## config.mk

```make
export PLATFORM = sky130hd
export DESIGN_NAME = imm_rot_encoder
export DESIGN_NICKNAME = d
export VERILOG_FILES = /design/src/rtl/imm_rot_encoder.sv
export SDC_FILE = /design/constraint.sdc
export NUM_CORES = 1
export LEC_CHECK = 0
export ABC_AREA = 1
export BUFFER_PORTS_ARGS = -buffer_cell sky130_fd_sc_hd__buf_2
export CORE_MARGIN = 1
export CORE_UTILIZATION = 40
export DETAILED_ROUTE_END_ITERATION = 7
export PLACE_DENSITY = 0.63
export SLEW_MARGIN = 15
export SYNTH_ARGS = -nofsm -noshare
export SYNTH_HDL_FRONTEND = slang
export SYNTH_SLANG_ARGS = --single-unit
```

## constraint.sdc

```tcl
create_clock -name clk -period 2.6 [get_ports clk]
set_input_delay 0.26 -clock clk [delete_from_list [all_inputs] [get_ports clk]]
set_output_delay 0.26 -clock clk [all_outputs]
set_load 0.01 [all_outputs]
```

## src/rtl/imm_rot_encoder.sv

```systemverilog
// Encoder for the bshift rotated-immediate form: finds imm12 = {rot, imm8} with
// imm8 ROR (2*rot) == value, testing one rotation per clock.
module imm_rot_encoder #(
    parameter int N          = 32,
    parameter bit EARLY_EXIT = 1'b1
) (
    input  logic         clk,
    input  logic         rst,
    input  logic         start,
    input  logic [N-1:0] value,
    output logic         busy,
    output logic         done,
    output logic         found,
    output logic [11:0]  imm12,
    output logic         c_out,
    output logic         c_valid
);

    localparam logic [1:0] ST_IDLE   = 2'd0;
    localparam logic [1:0] ST_SEARCH = 2'd1;
    localparam logic [1:0] ST_DONE   = 2'd2;
    localparam logic [5:0] WIDTH     = 6'(N);

    logic [1:0]   state_q, state_d;
    logic [3:0]   rot_q, rot_d;
    logic [N-1:0] value_q, value_d;
    logic         found_q, found_d;
    logic [11:0]  imm12_q, imm12_d;
    logic         c_out_q, c_out_d;
    logic         c_valid_q, c_valid_d;

    logic [4:0]   rot_amt;
    logic [N-1:0] cand;
    logic         match;

    // Undo the decoder's ROR by rotating left; a shift by the full width yields zero,
    // so rot 0 needs no special case.
    always_comb begin
        rot_amt = {rot_q, 1'b0};
        cand    = (value_q << rot_amt) | (value_q >> (WIDTH - {1'b0, rot_amt}));
        match   = (cand[N-1:8] == '0);
    end

    always_comb begin
        state_d   = state_q;
        rot_d     = rot_q;
        value_d   = value_q;
        found_d   = found_q;
        imm12_d   = imm12_q;
        c_out_d   = c_out_q;
        c_valid_d = c_valid_q;

        case (state_q)
            ST_IDLE: begin
                if (start) begin
                    value_d   = value;
                    rot_d     = 4'd0;
                    found_d   = 1'b0;
                    imm12_d   = 12'h000;
                    c_out_d   = 1'b0;
                    c_valid_d = 1'b0;
                    state_d   = ST_SEARCH;
                end
            end
            ST_SEARCH: begin
                // Only the first (smallest) matching rotation is ever recorded.
                if (match && !found_q) begin
                    found_d   = 1'b1;
                    imm12_d   = {rot_q, cand[7:0]};
                    c_out_d   = (rot_q != 4'd0) && value_q[N-1];
                    c_valid_d = (rot_q != 4'd0);
                end
                if ((EARLY_EXIT && match) || (rot_q == 4'd15)) begin
                    state_d = ST_DONE;
                end else begin
                    rot_d = rot_q + 4'd1;
                end
            end
            ST_DONE: begin
                state_d = ST_IDLE;
            end
            default: begin
                state_d = ST_IDLE;
            end
        endcase
    end

    always_ff @(posedge clk) begin
        if (rst) begin
            state_q   <= ST_IDLE;
            rot_q     <= 4'd0;
            value_q   <= '0;
            found_q   <= 1'b0;
            imm12_q   <= 12'h000;
            c_out_q   <= 1'b0;
            c_valid_q <= 1'b0;
        end else begin
            state_q   <= state_d;
            rot_q     <= rot_d;
            value_q   <= value_d;
            found_q   <= found_d;
            imm12_q   <= imm12_d;
            c_out_q   <= c_out_d;
            c_valid_q <= c_valid_d;
        end
    end

    assign busy    = (state_q == ST_SEARCH) || (state_q == ST_DONE);
    assign done    = (state_q == ST_DONE);
    assign found   = found_q;
    assign imm12   = imm12_q;
    assign c_out   = c_out_q;
    assign c_valid = c_valid_q;

endmodule
```

==> results of run 1 <==
==> synthesized netlist by cell type, types with 8 or more instances <==
library cell	number	area, um2
dfxtp_1	53	1060
buf_6	9	101
nand3_1	117	586
o21ai_0	49	245
nand2_1	255	957
nand4_1	11	68.8
clkbuf_1	20	75.1
nor2_1	106	398
buf_2	10	50.1
inv_1	29	109
a21oi_1	26	130
o21ai_1	11	55.1
and2_1	8	50.1
==> worst max-delay path: cells and delay by family, from the launching register on <==
kind	cells	cell delay, ns
AOI/OAI and AO/OA	2	0.16
adders and majority gates	1	0.33
buffers and inverters	2	0.22
DFF	1	0.39
and+or+nand+nor	11	1.19
==> routing by layer <==
metal	share of wire	vias to the layer above
li1	-	2536
met1	0.45	2214
met2	0.46	174
met3	0.067	27
met4	0.025	0
met5	0	-
==> cells in the final DEF (no fill, tap or decap), types with 2 or more instances in the layout <==
| cell type | n |
|---|---|
| o221ai_1 | 4 |
| nand3_1 | 117 |
| buf_2 | 51 |
| nand4_1 | 11 |
| inv_6 | 2 |
| clkbuf_16 | 2 |
| inv_2 | 3 |
| o21ai_0 | 45 |
| o21ai_2 | 2 |
| nor3_1 | 6 |
| nor2_1 | 105 |
| nand2_4 | 3 |
| a21oi_1 | 25 |
| ha_1 | 5 |
| buf_4 | 14 |
| o311ai_0 | 3 |
| buf_12 | 3 |
| inv_1 | 28 |
| nand2_1 | 249 |
| and2_1 | 8 |
| nand2_2 | 8 |
| buf_6 | 2 |
| o21ai_1 | 12 |
| nor2_2 | 2 |
| nor2_4 | 2 |
| o211ai_1 | 4 |
| clkbuf_8 | 5 |
| dfxtp_1 | 51 |
==> cells by family after synthesis <==
group | count (synthesis)
AO/OA/AOI/OAI | 99
buffers and inverters | 79
adder cells (fa/ha/maj) | 6
AND/OR/NAND/NOR | 511
XOR/XNOR | 2
flip-flops | 53
==> through the flow <==
| stage | TNS [ns] | total power, mW | hold WS [ns] | utilization | std cells |
|---|---|---|---|---|---|
| detailed placement | -0.0791 | 2.85 | 0.452 | 0.443 | 910 |
| global route | -0.0459 | 3.90 | 0.183 | 0.474 | 923 |
| CTS | 0 | 3.43 | 0.180 | 0.454 | 917 |
| finish | 0 | 3.58 | 0.191 | 0.474 | 923 |
| floorplan | 0 | 2.42 | 0.427 | - | 750 |
| global placement | 0 | 2.85 | 0.448 | 0.443 | 910 |
==> sequential cells by signal, summed over array words and instances, names as in the netlist <==
name / cells
value_q: 32
imm12: 12
rot_q: 4
state_q: 2
c_out: 1
c_valid: 1
found: 1
==> worst max-delay path by stage <==
stage	startpoint	endpoint	slack, ns
3_5_place_dp	rot_q[0]	imm12[0]	-0.02
6_report	rot_q[0]	imm12[1]	0.19
4_1_cts	rot_q[0]	imm12[0]	0.02
3_3_place_gp	rot_q[0]	imm12[1]	0.03
5_1_grt	rot_q[0]	rot_q[0]	-0.03
2_1_floorplan	rot_q[1]	imm12[10]	0.0002
==> timing repair <==
action                     CTS  global route
buffers inserted             0             2
pin swaps                    0             6
gates resized for setup      4            32
setup endpoints to repair    8            21
cloned                       0             4
==> power by group through the flow <==
stage / sequential [mW] / combinational, mW / clock [mW]
after floorplan: 0.983 / 1.44 / 0
after global placement: 0.989 / 1.86 / 0
after detailed placement: 0.991 / 1.86 / 0
after CTS: 0.972 / 1.88 / 0.575
after global routing: 0.991 / 2.31 / 0.600
final: 0.977 / 2.05 / 0.551
==> cell type report <==
type / count / area [um2] / share of cell area
clock inverters: 2 / 35.0 / 0.00716
repair buffers: 73 / 508 / 0.104
inverters: 34 / 140 / 0.0287
well taps: 136 / 170 / 0.0348
flip-flops and latches: 53 / 1070 / 0.218
clock buffers: 5 / 68.8 / 0.0141
multi-input cells: 620 / 2900 / 0.593
==> impl_metrics.json, run 1 <==
{
  "vdd_ir_drop_max_mv": 0.239,
  "cts_buffer_depth": 2,
  "holdPathEnd": "value_q[16]",
  "max-cap-violations": 0,
  "die_area_mm2": 0.0110,
  "grt_pass1_wl_mm": 21.5,
  "path_class": "reg -> reg",
  "busiest_layer": "met2",
  "min_from": "value[16]",
  "async_flop_share": 0,
  "post-route-period-util": 0.927,
  "cpPeakStageDelay_ns": 0.39,
  "synthAdderAreaFrac": 0.0177,
  "start_util": 0.412,
  "gr-total-overflow": 0,
  "min_period_ns": 2.41,
  "synth_top_family_by_area": "simple AND/OR/NAND/NOR gates",
  "drt_wl_total_mm": 13.1,
  "met3_usage": 0.0306,
  "place_congestion": 0.954,
  "setup_viol": 0,
  "drv_slew": 0,
  "h-tree-depth": 2,
  "ys_ff_latch": 53,
  "fill_cells": 1137,
  "synth_nets": 791,
  "tightest_slew_ns": 1.05,
  "n_antenna_cell": 0,
  "cts_tree": "built",
  "row_count": 37,
  "cts.clk_slew.worst_paths_ns": 0.10,
  "syn_area_mm2": 0.00425,
  "grt_util_all_layers": 0.240,
  "pin_count": 52,
  "vias": 4951,
  "hpwl_mm": 9.49,
  "antenna_found_initial": 0,
  "viasPerCell": 5.36,
  "cts_root_buf": "clkbuf_8",
  "combPwrFrac": 0.573,
  "synthCells": 750,
  "postRouteAntennaNets": 0,
  "clk_latency_ns": 0.31,
  "synth-simple-area-share": 0.506,
  "die_h_um": 105,
  "area_growth_pct": 15.0,
  "drc": 0,
  "relSlewSlack": 0.302,
  "status": "completed",
  "hold_class": "in -> reg",
  "io_buffers": 51,
  "core_mm2": 0.0103,
  "p_sw_mw": 1.66,
  "yosys_warnings": 0,
  "finClkSkew_ns": 0.00756,
  "start_kind": "flip-flop",
  "hold_buffers": 0,
  "place_ws_ns": -0.0196,
  "die_w_um": 105,
  "avgSynthCellArea_um2": 5.67,
  "drtPass1Iterations": 6,
  "final_nets": 828,
  "power_frac_seq": 0.273,
  "switching_share": 0.465,
  "cts_buffers": 5,
  "met2_usage": 0.388,
  "fmax_mhz": 415,
  "power_density_mw_per_mm2": 732,
  "hold_path_depth": 3,
  "synth_mux_area_frac": 0,
  "synth_edf_count": 0,
  "drt_iter0_drc": 418,
  "worst_path_max_delay_cell": "dfxtp_4",
  "grtUsageMet1": 0.325,
  "p_leak_nw": 2.42,
  "reg2reg_from": "rot_q[0]",
  "synth_compound_area_frac": 0.126,
  "reg2reg_slack_ns": 0.19,
  "cts_sinks": 53,
  "cp.required_ns": 2.80,
  "drive_gt1_frac": 0.141,
  "synth_seq_area_share": 0.250,
  "r2r_end": "imm12[1]",
  "hold_violations": 0,
  "grt_pass1_vias": 4513,
  "finalWorstSetupSlack_ns": 0.191,
  "final_area_mm2": 0.00489,
  "endpoint_kind": "flip-flop",
  "synth_xor_area_frac": 0.00853,
  "routedWlPerCell_um": 14.2,
  "grt_max_degree": 39,
  "detailed_place.area_mm2": 0.00457,
  "r2r_cells": 16,
  "synthDistinctLibCells": 31,
  "crit_fanout": 11,
  "clkPwrFrac": 0.154,
  "synthFlopType": "dfxtp_1",
  "crit_path_frequent_cell": "nand2_1",
  "path_cells": "inv_6, ha_4, clkbuf_16, nand3_1, o21ai_4, nand4_1, nor2_2, nor2_1, nand2_1, nand2_1, nor2_4, nand3_4, nand2_8, nand2_4, nand2_1, a21oi_1",
  "cp.arrival_ns": 2.61,
  "internal_power_mw": 1.92
}
No activity file was read; power rests on OpenSTA's default activity.
==> run 2: changes to the inputs <==
--- a/config.mk
+++ b/config.mk
@@ -7,9 +7,12 @@
 export LEC_CHECK = 0
 export ABC_AREA = 1
 export BUFFER_PORTS_ARGS = -buffer_cell sky130_fd_sc_hd__buf_2
+export CAP_MARGIN = 10
 export CORE_MARGIN = 1
 export CORE_UTILIZATION = 40
+export CTS_BUF_LIST = sky130_fd_sc_hd__clkbuf_2 sky130_fd_sc_hd__clkbuf_4 sky130_fd_sc_hd__clkbuf_8
 export DETAILED_ROUTE_END_ITERATION = 7
+export MAX_ROUTING_LAYER = met4
 export PLACE_DENSITY = 0.63
 export SLEW_MARGIN = 15
 export SYNTH_ARGS = -nofsm -noshare
==> run 2 against run 1 <==
  * Die area unchanged
  * Clock power rose by 9.4%
  * Via count is 0.12% higher
  * Register-to-register slack worse by 0.04 ns
  * Worst setup slack worse by 0.037 ns
  * Sequential cell count stayed put
  * Worst hold slack got worse by 0.0081 ns
  * Global-route usage grew 0.65 points
  * Cell count stayed put
  * Core utilization down 0.44 points
  * Count of clock-buffer cells in the layout rose by 1
  * Critical path depth increased by 1
  * Critical path type unchanged
  * Largest cell class unchanged
  * Highest routed layer unchanged
==> impl_metrics.json, run 2 (synthesized netlist as in run 1, its figures left out) <==
{
  "min_period_ns": 2.45,
  "start_kind": "flip-flop",
  "drc": 0,
  "cts.clk_slew.worst_paths_ns": 0.10,
  "status": "completed",
  "path_buf_inv": 4,
  "cp.arrival_ns": 2.67,
  "n_antenna_cell": 0,
  "die_w_um": 105,
  "hold_buffers": 0,
  "largest_reg_flops": 32,
  "postRouteAntennaNets": 0,
  "final_nets": 827,
  "relSlewSlack": 0.317,
  "worst_path_max_delay_cell": "dfxtp_2",
  "post-route-period-util": 0.941,
  "numPlacedInstances": 911,
  "start_util": 0.412,
  "finClkSkew_ns": 0.00665,
  "final_common_cell": "nand2_1",
  "power_density_mw_per_mm2": 739,
  "p_leak_nw": 2.40,
  "cts_tree": "built",
  "clkPwrFrac": 0.169,
  "cts_sinks": 53,
  "drt_wl_total_mm": 13.0,
  "crit_path_frequent_cell": "nand2_1",
  "power_frac_seq": 0.273,
  "cts_buffers": 5,
  "fill_cells": 1167,
  "cts_buffer_depth": 2,
  "path_cells": "inv_2, ha_4, clkbuf_16, buf_4, o21ai_2, nand4_1, nor2_2, nor2_1, nand2_1, nand2_1, nor2_4, nand3_4, nand2_8, buf_6, nand3_1, nand2_1, nor2_1",
  "viasPerCell": 5.37,
  "grt_util_all_layers": 0.247,
  "grt_pass1_wl_mm": 21.5,
  "pin_count": 52,
  "grt_pass1_vias": 4585,
  "tightest_slew_ns": 1.02,
  "die_area_mm2": 0.0110,
  "clk_latency_ns": 0.32,
  "die_h_um": 105,
  "instances_no_fill": 923,
  "drt_iter0_drc": 319,
  "io_buffers": 51,
  "max_flop_register": "value_q",
  "p_sw_mw": 1.65,
  "vias": 4957,
  "vdd_ir_drop_max_mv": 0.321,
  "drv_slew": 0,
  "routedWlPerCell_um": 14.1,
  "area_growth_pct": 13.9,
  "switching_share": 0.461,
  "combPwrFrac": 0.559,
  "cp.required_ns": 2.82,
  "setup_viol": 0,
  "drtPass1Iterations": 6,
  "tns_ns": 0,
  "finish.utilization": 0.469,
  "crit_fanout": 11,
  "hpwl_mm": 9.80,
  "crit_family": "simple AND/OR/NAND/NOR gates",
  "grt_max_degree": 39,
  "max-cap-violations": 0,
  "detailed_place.area_mm2": 0.00457,
  "place_congestion": 0.986,
  "fmax_mhz": 409,
  "cts_root_buf": "clkbuf_8",
  "mostFrequentLayoutCells": "nand2_1 (253), nand3_1 (117), nor2_1 (105), dfxtp_1 (51), buf_2 (51)",
  "cpPeakStageDelay_ns": 0.35,
  "gr-total-overflow": 0,
  "h-tree-depth": 2,
  "endpoint_kind": "flip-flop",
  "final_area_mm2": 0.00484,
  "core_mm2": 0.0103,
  "path_class": "reg -> reg",
  "row_count": 37,
  "hold_violations": 0,
  "internal_power_mw": 1.93,
  "drive_gt1_frac": 0.135,
  "hold_class": "in -> reg",
  "hold_slack_ns": 0.183,
  "antenna_found_initial": 0
}
## run 2: timing repair
item | 4_1_cts | 5_1_grt
gates resized for setup | 1 | 30
endpoints found under the setup margin | 4 | 21
buffers inserted | 0 | 2
gates cloned | 0 | 2
pin swaps | 0 | 8
## run 2: power by group through the flow
stage / logic (mW) / clock network (mW) / registers [mW]
after floorplan: 1.44 / 0 / 0.983
after global placement: 1.85 / 0 / 0.989
after detailed placement: 1.86 / 0 / 0.993
after CTS: 1.87 / 0.616 / 0.974
after global routing: 2.25 / 0.653 / 0.989
final: 2.00 / 0.603 / 0.976
## run 2: worst paths after layout
path | startpoint | endpoint | slack [ns] | cells after the start
setup reg to reg | rot_q[1] | c_out | 0.15 | 17
hold reg to reg | imm12[0] | imm12[0] | 0.47 | 2
setup / recovery | rot_q[1] | c_out | 0.15 | 17
hold / removal | value[11] | value_q[11] | 0.18 | 3
## run 2: per-stage QoR
stage	total power [mW]	setup slack, ns
floorplan	2.42	0.000150
global placement	2.84	0.0806
detailed placement	2.85	0.0166
CTS	3.46	0.0101
global route	3.89	-0.0172
finish	3.58	0.153
## run 2: final cells by class
class / count / area [um2] / share of cell area
Timing Repair Buffer: 73 / 489 / 0.101
Multi-Input combinational cell: 619 / 2860 / 0.591
Inverter: 34 / 138 / 0.0284
Sequential cell: 53 / 1060 / 0.220
Clock buffer: 6 / 82.6 / 0.0170
Clock inverter: 2 / 37.5 / 0.00775
Tap cell: 136 / 170 / 0.0351
## run 2: layer usage
metal	up-vias	routed length [um]	GRT usage
met5	-	0	-
met4	0	336	0.0835
met3	30	626	0.0374
met2	146	5950	0.410
met1	2256	6110	0.305
li1	2525	-	-
## run 2: tightest hold or removal path, delay by kind of cell
kind	cells	cell delay (ns)
and+or+nand+nor	1	0.07
AOI/OAI and AO/OA	1	0.07
buffers and inverters	1	0.07
